**config.mk**
```make
export PLATFORM = sky130hd
export DESIGN_NAME = des_key_sched_rev
export DESIGN_NICKNAME = d
export VERILOG_FILES = /design/src/rtl/des_pkg.sv /design/src/rtl/des_key_sched_rev_pc2.sv /design/src/rtl/des_key_sched_rev.sv
export SDC_FILE = /design/constraint.sdc
export NUM_CORES = 1
export LEC_CHECK = 0
export ABC_CLOCK_PERIOD_IN_PS = 4500
export CAP_MARGIN = 5
export CORE_UTILIZATION = 62
export CTS_CLUSTER_SIZE = 14
export DETAILED_ROUTE_END_ITERATION = 12
export DONT_BUFFER_PORTS = 1
export PLACE_DENSITY_LB_ADDON = 0.15
export SETUP_SLACK_MARGIN = 0.15
export SKIP_LAST_GASP = 1
export SYNTH_ARGS = -nofsm -noshare
export SYNTH_HDL_FRONTEND = slang
export SYNTH_HIERARCHICAL = 1
export SYNTH_SLANG_ARGS = --single-unit
```
**constraint.sdc**
```tcl
create_clock -name clk -period 4.5 [get_ports clk]
set_clock_uncertainty 0.05 [all_clocks]
set_input_delay 0.45 -clock clk [delete_from_list [all_inputs] [get_ports clk]]
set_output_delay 0.45 -clock clk [all_outputs]
set_load 0.01 [all_outputs]
```
**src/rtl/des_pkg.sv**
```systemverilog
// Shared DES key-schedule tables (PC-1, PC-2, per-round rotations) and FSM state type.
// Encrypt-order support is compiled in with DES_KSCHED_ENC_EN.
package des_pkg;

  typedef enum logic {ST_IDLE, ST_RUN} state_t;

  // 1-based DES bit numbers: output bit i+1 takes input bit tab[i]
  localparam int pc1_tab [56] = '{
    57, 49, 41, 33, 25, 17,  9,  1, 58, 50, 42, 34, 26, 18,
    10,  2, 59, 51, 43, 35, 27, 19, 11,  3, 60, 52, 44, 36,
    63, 55, 47, 39, 31, 23, 15,  7, 62, 54, 46, 38, 30, 22,
    14,  6, 61, 53, 45, 37, 29, 21, 13,  5, 28, 20, 12,  4
  };

  localparam int pc2_tab [48] = '{
    14, 17, 11, 24,  1,  5,  3, 28, 15,  6, 21, 10,
    23, 19, 12,  4, 26,  8, 16,  7, 27, 20, 13,  2,
    41, 52, 31, 37, 47, 55, 30, 40, 51, 45, 33, 48,
    44, 49, 39, 56, 34, 53, 46, 42, 50, 36, 29, 32
  };

  localparam logic [1:0] shift_dec [16] = '{
    2'd0, 2'd1, 2'd2, 2'd2, 2'd2, 2'd2, 2'd2, 2'd2,
    2'd1, 2'd2, 2'd2, 2'd2, 2'd2, 2'd2, 2'd2, 2'd1
  };

  localparam logic [1:0] shift_enc [16] = '{
    2'd1, 2'd1, 2'd2, 2'd2, 2'd2, 2'd2, 2'd2, 2'd2,
    2'd1, 2'd2, 2'd2, 2'd2, 2'd2, 2'd2, 2'd2, 2'd1
  };

  // DES bit 1 sits at the MSB, so a DES left shift moves bits toward the MSB.
  function automatic logic [27:0] rot28(input logic [27:0] h, input logic [1:0] n,
                                        input logic left);
    logic [27:0] r;
    case (n)
      2'd1:    r = left ? {h[26:0], h[27]}    : {h[0],    h[27:1]};
      2'd2:    r = left ? {h[25:0], h[27:26]} : {h[1:0],  h[27:2]};
      default: r = h;
    endcase
    return r;
  endfunction

endpackage

```
**src/rtl/des_key_sched_rev_pc2.sv**
```systemverilog
// PC-2 compression: 56-bit {C,D} to a 48-bit round subkey (DES bit 1 = MSB).
module des_pc2
  import des_pkg::*;
(
  input  logic [55:0] cd,
  output logic [47:0] subkey
);

  logic unused_cd;
  assign unused_cd = ^{cd[47], cd[38], cd[34], cd[31], cd[21], cd[18], cd[13], cd[2]};

  always_comb begin
    subkey = '0;
    for (int i = 0; i < 48; i++) begin
      subkey[6'(47 - i)] = cd[6'(56 - pc2_tab[i])];
    end
  end

endmodule

```
**src/rtl/des_key_sched_rev.sv**
```systemverilog
// Iterative DES key scheduler emitting K16..K1 for decryption.
// Define DES_KSCHED_ENC_EN to add an `enc` input that selects K1..K16 order instead.
module des_key_sched_rev
  import des_pkg::*;
#(
  parameter int ROUNDS = 16
) (
  input  logic        clk,
  input  logic        rst,
  input  logic        key_valid,
  output logic        key_ready,
  input  logic [63:0] key,
`ifdef DES_KSCHED_ENC_EN
  input  logic        enc,
`endif
  output logic        sk_valid,
  input  logic        sk_ready,
  output logic [47:0] subkey,
  output logic [3:0]  sk_round,
  output logic        sk_last
);

  localparam logic [3:0] LAST = 4'(ROUNDS - 1);

  state_t      state;
  logic [27:0] c, d;
  logic [3:0]  cnt;
  logic        enc_q;
  logic        enc_in;
  logic [55:0] pc1_key;
  logic [47:0] pc2_out;
  logic [1:0]  load_amt, step_amt;
  logic [3:0]  cnt_nxt;

`ifdef DES_KSCHED_ENC_EN
  assign enc_in = enc;
`else
  assign enc_in = 1'b0;
`endif

  logic unused_parity;
  assign unused_parity = ^{key[56], key[48], key[40], key[32],
                           key[24], key[16], key[8],  key[0]};

  always_comb begin
    pc1_key = '0;
    for (int i = 0; i < 56; i++) begin
      pc1_key[6'(55 - i)] = key[6'(64 - pc1_tab[i])];
    end
  end

  assign cnt_nxt  = cnt + 4'd1;
  assign load_amt = enc_in ? shift_enc[0] : shift_dec[0];
  assign step_amt = enc_q ? shift_enc[cnt_nxt] : shift_dec[cnt_nxt];

  // Decrypt walks the halves back (right rotate); encrypt walks them forward.
  always_ff @(posedge clk or posedge rst) begin
    if (rst) begin
      state <= ST_IDLE;
      c     <= '0;
      d     <= '0;
      cnt   <= '0;
      enc_q <= 1'b0;
    end else begin
      case (state)
        ST_IDLE: begin
          if (key_valid) begin
            c     <= rot28(pc1_key[55:28], load_amt, enc_in);
            d     <= rot28(pc1_key[27:0],  load_amt, enc_in);
            cnt   <= '0;
            enc_q <= enc_in;
            state <= ST_RUN;
          end
        end
        ST_RUN: begin
          if (sk_ready) begin
            if (cnt == LAST) begin
              state <= ST_IDLE;
            end else begin
              cnt <= cnt_nxt;
              c   <= rot28(c, step_amt, enq_dir(enc_q));
              d   <= rot28(d, step_amt, enq_dir(enc_q));
            end
          end
        end
        default: state <= ST_IDLE;
      endcase
    end
  end

  function automatic logic enq_dir(input logic e);
    return e;
  endfunction

  des_pc2 u_pc2 (
    .cd     ({c, d}),
    .subkey (pc2_out)
  );

  assign key_ready = (state == ST_IDLE);
  assign sk_valid  = (state == ST_RUN);
  assign subkey    = sk_valid ? pc2_out : '0;
  assign sk_round  = sk_valid ? (enc_q ? cnt : LAST - cnt) : '0;
  assign sk_last   = sk_valid && (cnt == LAST);

endmodule

```
==> results of run 1 <==
## path summary, 6_finish.rpt
path | slack, ps | startpoint | end | cells after the start
setup / recovery | 1310 | cnt[1] | c[19] | 7
hold reg to reg | 460 | c[5] | c[5] | 1
min in group asynchronous | 460 | rst | c[11] | 2
setup reg to reg | 1310 | cnt[1] | c[19] | 7
max in group asynchronous | 3040 | rst | d[23] | 3
hold / removal | 160 | key_valid | cnt[2] | 1
## cell type report
| cell class | instances | area share (%) |
|---|---|---|
| clock buffer | 10 | 3.10 |
| clock inverter | 6 | 3.26 |
| multi-input combinational | 281 | 51.0 |
| sequential | 61 | 37.2 |
| inverter | 8 | 0.730 |
| timing repair buffer | 11 | 2.37 |
| tap | 77 | 2.34 |
## cells by family after synthesis
kind of cell | synth area share [%]
XOR/XNOR | 0.420
other | 0.0899
buffers and inverters | 15.3
adder cells (fa/ha/maj) | 1.50
multiplexers | 9.60
AO/OA/AOI/OAI | 24.4
flip-flops | 36.6
AND/OR/NAND/NOR | 12.1
## routing by layer
metal | global-route usage [%] | wire length, um | vias to the layer above
li1 | - | - | 1356
met1 | 34.3 | 3950 | 1347
met2 | 34.1 | 3390 | 76
met3 | 3.86 | 334 | 16
met4 | 11.6 | 217 | 0
met5 | 0 | 0 | -
## registers in the layout, summed over array words and instances (netlist names)
name,count
c,28
d,28
sk_valid,1
cnt,4
## power groups by stage
stage	clock network, mW	logic, mW	registers, mW
2_1_floorplan	0	1.90	0.865
3_3_place_gp	0	1.91	0.928
3_5_place_dp	0	1.94	0.930
4_1_cts	0.659	1.95	0.923
5_1_grt	0.684	2.12	0.951
6_report	0.650	1.94	0.924
## cell usage in the layout (no fill, tap or decap), types with 4 or more instances in the layout
cell type	netlist	routed
a21boi_0	16	16
a221oi_1	15	15
and2_1	48	48
buf_4	49	9
bufinv_16	0	4
clkbuf_8	0	9
conb_1	1	22
dfrtp_1	61	60
ha_1	5	5
inv_1	8	7
mux2i_1	40	40
nand3_1	7	7
nor2_1	23	23
o211ai_1	18	18
o21ai_0	5	5
o2bb2ai_1	35	35
o2bb2ai_2	5	5
o31ai_1	16	16
## synth_stat cells (2+ instances only)
cell       instances  area, um^2
dfrtp_1           61        1530
buf_4             49         368
and2_1            48         300
mux2i_1           40         400
o2bb2ai_1         35         307
nor2_1            23        86.3
o211ai_1          18         135
clkbuf_1          17        63.8
a21boi_0          16         120
o31ai_1           16         120
a221oi_1          15         131
buf_6             11         124
buf_2              9        45.0
inv_1              8        30.0
nand3_1            7        35.0
ha_1               5        62.6
o21ai_0            5        25.0
o2bb2ai_2          5        75.1
a21oi_1            3        15.0
a221oi_2           3        45.0
nand2_1            3        11.3
nor3_1             2        10.0
nor4b_1            2        17.5
xor2_1             2        17.5
## per-stage QoR
stage               worst slack [ps]  cells  hold WS, ps
floorplan                       2060    438          421
global placement                1380    437          258
detailed placement              1350    437          265
CTS                             1350    454          156
global route                    1120    454          168
finish                          1310    454          164
## critical path: stages (launching register included)
cell	delay (ps)
dfrtp_1	540
ha_1	450
a41o_1	660
a31o_1	230
buf_4	230
o21a_2	520
buf_12	260
o2bb2ai_1	140
## repair_timing
item	in CTS	in global routing
hold endpoints to repair	14	0
resized for setup	0	0
hold buffers	1	0
setup buffers	0	0
==> qor.txt, run 1 <==
GRT Total Usage -> 23.6%
Die area -> 7060 um^2
Avg Cell Area, Syn -> 10.0 um^2
Post-DP Area -> 3840 um^2
Post-synthesis register bit count -> 61
Pre-antenna DRT Iters -> 10
Maximum vdd drop -> 0.523 mV
Outcome -> finished, violations left
Internal power -> 1.93 mW
Initial Utilization -> 65.0%
Placed wire-length estimate -> 4.88 mm
GPL Wtd Cong -> 0.766
Sink Count -> 61
Initial drt markers -> 130
Layout area overhead -> -1.47%
Kind of critical path -> flip-flop to flip-flop
Drt drc -> 5
Final net count -> 445
Final wirelength -> 7.89 mm
Htree depth -> 3
Antenna-violating nets left -> 0
Storage cell area -> 1530 um^2
CTS tree -> done
Flop pwr share -> 26.3%
Leakage power -> 1.77 nW
Number of global-route vias before repair -> 2629
Post-layout util -> 64.0%
Detailed-route wire length per cell -> 17.4 um
Combinational power share -> 55.3%
Psw -> 1.59 mW
MaxCap Viol Count -> 0
Post-synth EDFFs -> 0
Ys flop type -> dfrtp_1
Pin count of the biggest net entering global routing -> 68
Relative slew margins -> 42.1%
Layout cells sized above 1 -> 9.81%
Total negative slack -> 0 ps
Vias -> 2795
Yosys cell types -> 38
Mapped Cells -> 417
Power Total -> 3.52 mW
Min-Delay Path Class -> input pin to flip-flop
Finished Cell Area -> 4110 um^2
Initial antenna violation count -> 0
Synthesis warning total -> 6
CTS Buffer Depth -> 2
FP Rows -> 29
Final hold viol count -> 0
WP data arrival -> 3410 ps
Clock share of power -> 18.5%
Critical-path maximum fanout -> 34
Sequential fraction of the synthesis area -> 36.6%
Final worst-path cycle share -> 70.9%
Worst setup SP type -> flip-flop
PwrDens -> 856 nW/um^2
Slew Viols, Final -> 0
Count of buffers from port buffering -> 0
First-pass GRT wire length -> 13.2 mm
Die W -> 84.0 um
Worst-Skew Late Latency -> 340 ps
Total grt overflow -> 0
# fillers -> 548
Sw Ratio -> 45.1%
Die height -> 84.0 um
Core box area -> 6420 um^2
Asr flop ratio synth -> 100%
Vias/cell -> 6.16
Multi-input gate area -> 2100 um^2
Root Buffer -> clkbuf_8
Req. time, crit path -> 4720 ps
Final setup fails -> 0
Clk slew on worst S/H paths -> 70 ps
Cell Area, Synth -> 4170 um^2
Boundary Pins -> 123
RSZ-0062 raised after global routing -> no
Max Freq -> 0.313 GHz
Worst slew pin tran -> 867 ps
Failing checks -> DRC
CP Capture Type -> flip-flop
Inserted Clock Buffers -> 9
Antenna Cells -> 0
Fin crit period -> 3190 ps
Power figures use the tool's default switching activity.
==> inputs of run 2 (changes only) <==
--- a/config.mk
+++ b/config.mk
@@ -5,7 +5,7 @@
 export SDC_FILE = /design/constraint.sdc
 export NUM_CORES = 1
 export LEC_CHECK = 0
-export ABC_CLOCK_PERIOD_IN_PS = 4500
+export ABC_CLOCK_PERIOD_IN_PS = 3300
 export CAP_MARGIN = 5
 export CORE_UTILIZATION = 62
 export CTS_CLUSTER_SIZE = 14
==> constraint.sdc (replaced) <==
create_clock -name clk -period 3.3 [get_ports clk]
set_clock_uncertainty 0.05 [all_clocks]
set_input_delay 0.33 -clock clk [delete_from_list [all_inputs] [get_ports clk]]
set_output_delay 0.33 -clock clk [all_outputs]
set_load 0.01 [all_outputs]
==> qor.txt, run 2 (synthesis gave the netlist of run 1 again) <==
CP max-delay cell -> dfrtp_1
GRT Total Usage -> 23.9%
Post-DP Area -> 3880 um^2
Failing checks -> DRC
Commonest cells after routing, fill and taps aside -> dfrtp_1, and2_1, mux2i_1
Req. time, crit path -> 3460 ps
Drt drc -> 6
FP Rows -> 29
Total grt overflow -> 0
Worst-Skew Late Latency -> 340 ps
Total negative slack -> 0 ps
Slew Viols, Final -> 0
Number of global-route vias before repair -> 2660
Min-Delay Path Class -> input pin to flip-flop
Root Buffer -> clkbuf_8
Core box area -> 6420 um^2
Finished Cell Area -> 4100 um^2
Pre-antenna DRT Iters -> 8
Commonest non-fill, non-tap cell in the layout -> dfrtp_1
Inserted Clock Buffers -> 9
Max Freq -> 0.357 GHz
Final hold viol count -> 0
Die area -> 7060 um^2
Layout cells sized above 1 -> 11.0%
Worst setup SP type -> flip-flop
Final wirelength -> 7.92 mm
CTS Buffer Depth -> 2
Boundary Pins -> 123
CP Capture Type -> flip-flop
Antenna-violating nets left -> 0
First-pass GRT wire length -> 13.3 mm
Fin crit period -> 2800 ps
CTS tree -> done
Sink Count -> 61
Crit-path cells -> ha_1 > nor2_1 > o21ai_0 > a221o_1 > buf_4 > buf_4 > mux2i_1 > o2bb2ai_1
Initial antenna violation count -> 0
Layout area overhead -> -1.77%
Htree depth -> 3
PwrDens -> 1130 nW/um^2
Final net count -> 451
Clk slew on worst S/H paths -> 70 ps
Initial Utilization -> 65.0%
Vias/cell -> 6.15
Vias -> 2817
Leakage power -> 1.77 nW
Initial drt markers -> 180
WP data arrival -> 2960 ps
Placed wire-length estimate -> 5.17 mm
Relative slew margins -> 56.2%
Outcome -> finished, violations left
Die height -> 84.0 um
Detailed-route wire length per cell -> 17.3 um
Pin count of the biggest net entering global routing -> 57
MaxCap Viol Count -> 0
Power Total -> 4.63 mW
Die W -> 84.0 um
Maximum vdd drop -> 0.627 mV
Most frequent CP cell -> buf_4
Count of buffers from port buffering -> 0
Kind of critical path -> flip-flop to flip-flop
Final worst-path cycle share -> 84.9%
Critical-path maximum fanout -> 27
Worst slew pin tran -> 658 ps
Antenna Cells -> 0
Max incr delay on CP -> 530 ps
Final setup fails -> 0
GPL Wtd Cong -> 0.774
RSZ-0062 raised after global routing -> no
Biggest regs -> c x28, d x28, cnt x4
-- run 2: cell count changes in the layout (fill, tap and decap cells not counted) --
| cell | previous run | this run |
|---|---|---|
| buf_4 | 9 | 15 |
| bufinv_16 | 4 | 1 |
| clkbuf_8 | 9 | 11 |
| clkbuf_1 | 1 | 0 |
| clkinv_2 | 1 | 0 |
| clkinv_4 | 0 | 1 |
| clkinvlp_4 | 0 | 1 |
| inv_6 | 1 | 0 |
| o21a_2 | 1 | 0 |
| o21a_4 | 0 | 1 |
-- run 2: path summary, 6_finish.rpt --
check	depth (start not counted)	start	to	slack (ps)
worst min-delay path	1	key_valid	cnt[2]	60
worst max register to register	8	cnt[1]	d[5]	500
worst max-delay path	8	cnt[1]	d[5]	500
min in group asynchronous	2	rst	c[15]	420
max in group asynchronous	3	rst	d[17]	1890
worst min register to register	1	c[5]	c[5]	460
-- run 2: routing by layer --
metal / global-route usage [%] / vias to the layer above / part of all wire [%]
met1: 33.4 / 1353 / 49
met2: 36.0 / 78 / 44
met5: 0 / - / 0
li1: - / 1375 / -
met4: 10.2 / 0 / 1.7
met3: 4.95 / 11 / 4.7
-- run 2: cell type report --
cell class	instances	area [um^2]
Clock buffer	11	151
Clock inverter	3	46.3
Fill cell	560	2320
Inverter	8	30.0
Multi-Input combinational cell	281	2100
Sequential cell	61	1530
Tap cell	77	96.3
Timing Repair Buffer	17	143
-- run 2: critical path: cells and delay by family, from the launching register on --
kind	cells	cell delay (ps)
flops	1	530
simple gates	1	100
compound gates	3	730
buf+inv	2	610
mux	1	220
fa+ha+maj	1	420
-- run 2: power breakdown --
group / leakage (nW) / internal, mW / switching (mW)
registers: 0.813 / 1.00 / 0.269
logic: 0.859 / 1.10 / 1.59
clock network: 0.0975 / 0.383 / 0.294
-- run 2: repair_timing --
action                                 CTS  global route
buffers inserted                         0             0
hold buffers                             1             0
endpoints found under the hold margin   21             0
resized for setup                        0             1
setup endpoints to repair                0             9
-- run 2: stage by stage --
stage          setup WS [ps]  std cells  hold WS [ps]  util (%)
6_report                 498        458          56.3      63.8
5_1_grt                  210        458          53.2      63.8
4_1_cts                  387        458          43.9      63.7
3_5_place_dp             403        443           210      60.5
3_3_place_gp             445        443           204      60.5
2_1_floorplan            862        438           392         -
==> inputs of run 3 (changes only) <==
--- a/config.mk
+++ b/config.mk
@@ -5,7 +5,7 @@
 export SDC_FILE = /design/constraint.sdc
 export NUM_CORES = 1
 export LEC_CHECK = 0
-export ABC_CLOCK_PERIOD_IN_PS = 3300
+export ABC_CLOCK_PERIOD_IN_PS = 2900
 export CAP_MARGIN = 5
 export CORE_UTILIZATION = 62
 export CTS_CLUSTER_SIZE = 14
==> constraint.sdc (replaced) <==
create_clock -name clk -period 2.9 [get_ports clk]
set_clock_uncertainty 0.05 [all_clocks]
set_input_delay 0.29 -clock clk [delete_from_list [all_inputs] [get_ports clk]]
set_output_delay 0.29 -clock clk [all_outputs]
set_load 0.01 [all_outputs]
==> qor.txt, run 3 (synthesis gave the netlist of run 1 again) <==
Inserted Clock Buffers -> 9
CTS tree -> done
Post-cts hold buffer count -> 0
Failing checks -> DRC
Pin count of the biggest net entering global routing -> 62
Post-DP Area -> 3910 um^2
R2R cell count -> 8
Worst R2R Start -> cnt[0]
Antenna-violating nets left -> 0
CP Capture Type -> flip-flop
Clk slew on worst S/H paths -> 70 ps
Layout Cells excl Fill -> 460
M1 wire length -> 3.97 mm
Finished Cell Area -> 4130 um^2
GPL Wtd Cong -> 0.780
Total grt overflow -> 0
MaxCap Viol Count -> 0
Slew Viols, Final -> 0
Max Used Layer -> met4
Final hold viol count -> 0
Count of buffers from port buffering -> 0
RSZ-0062 raised after global routing -> no
Core box area -> 6420 um^2
Number of global-route vias before repair -> 2729
Hold Slack -> 18.2 ps
Post-layout util -> 64.3%
Fin crit period -> 2580 ps
First-pass GRT wire length -> 13.5 mm
Req. time, crit path -> 3060 ps
Worst setup SP type -> flip-flop
Biggest regs -> c x28, d x28, cnt x4
Post-CTS Resized -> 0
Placed wire-length estimate -> 5.10 mm
PwrDens -> 1320 nW/um^2
Sink Count -> 61
WP data arrival -> 2740 ps
Pre-CTS WS -> 214 ps
Antenna Cells -> 0
Vias/cell -> 6.20
CTS Buffer Depth -> 2
Multi-input gate area -> 2100 um^2
Worst R2R End -> d[9]
Routed length on met2 -> 3.57 mm
Boundary Pins -> 123
Commonest cells after routing, fill and taps aside -> dfrtp_1, and2_1, mux2i_1
Storage cell area -> 1530 um^2
Detailed-route wire length per cell -> 17.5 um
Final worst-path cycle share -> 88.9%
Outcome -> finished, violations left
Maximum vdd drop -> 0.598 mV
Root Buffer -> clkbuf_8
CP startpoint -> cnt[0]
Die W -> 84.0 um
Max Freq -> 0.388 GHz
Final net count -> 451
Layout area overhead -> -1.11%
Leakage power -> 1.78 nW
Initial drt markers -> 228
Final setup fails -> 0
Min-Delay Path Class -> input pin to async pin
GRT Total Usage -> 24.2%
FP Rows -> 29
Post-CTS setup buffers -> 0
Met3 wire len -> 397 um
Htree depth -> 3
Initial antenna violation count -> 0
Drt drc -> 6
Kind of critical path -> flip-flop to flip-flop
Worst Setup EP -> d[9]
Die height -> 84.0 um
Critical-path maximum fanout -> 21
Layout cells sized above 1 -> 11.5%
Commonest non-fill, non-tap cell in the layout -> dfrtp_1
Final Worst Setup Slack -> 322 ps
Pre-antenna DRT Iters -> 9
Worst-Skew Late Latency -> 330 ps
Total negative slack -> 0 ps
Vias -> 2851
Worst slew pin tran -> 769 ps
Power Total -> 5.43 mW
Reg2Reg Setup Slack -> 320 ps
Die area -> 7060 um^2
Relative slew margins -> 48.8%
Initial Utilization -> 65.0%
Final wirelength -> 8.04 mm
# fillers -> 539
Placed insts -> 444
run 3: changes by cell type in the layout (fill, tap and decap cells not counted), sizes merged:
cell	previous run	this run
buf	16	17
dlygate4sd3	1	0
clkinvlp	1	0
bufinv	1	2
clkbuf	11	13
run 3: how the worst min path moves through the flow:
stage	to	depth (start not counted)
6_report	c[9]	2
4_1_cts	cnt[2]	1
5_1_grt	cnt[2]	1
2_1_floorplan	cnt[2]	1
3_5_place_dp	cnt[2]	1
3_3_place_gp	cnt[2]	1
run 3: cell type report:
cell class / instances / share of cell area [%]
clock buffer: 13 / 3.61
timing repair buffer: 17 / 3.70
sequential: 61 / 37.1
clock inverter: 3 / 1.67
multi-input combinational: 281 / 50.9
inverter: 8 / 0.728
tap: 77 / 2.33
run 3: power by group:
group	internal, mW	switching, mW
clock	0.510	0.324
combinational	1.30	1.84
sequential	1.14	0.311
run 3: critical path, stage by stage, from the launching register on:
cell and delay (ps):
dfrtp_2 460, inv_1 100, ha_1 250, nor3b_1 270, o21ai_0 230, a221o_1 370
buf_4 240, a221oi_1 360, o31ai_1 120
run 3: routing by layer:
metal,track usage [%],up-vias
met5,0,-
li1,-,1368
met3,3.76,11
met4,9.40,0
met2,36.7,88
met1,34.6,1384
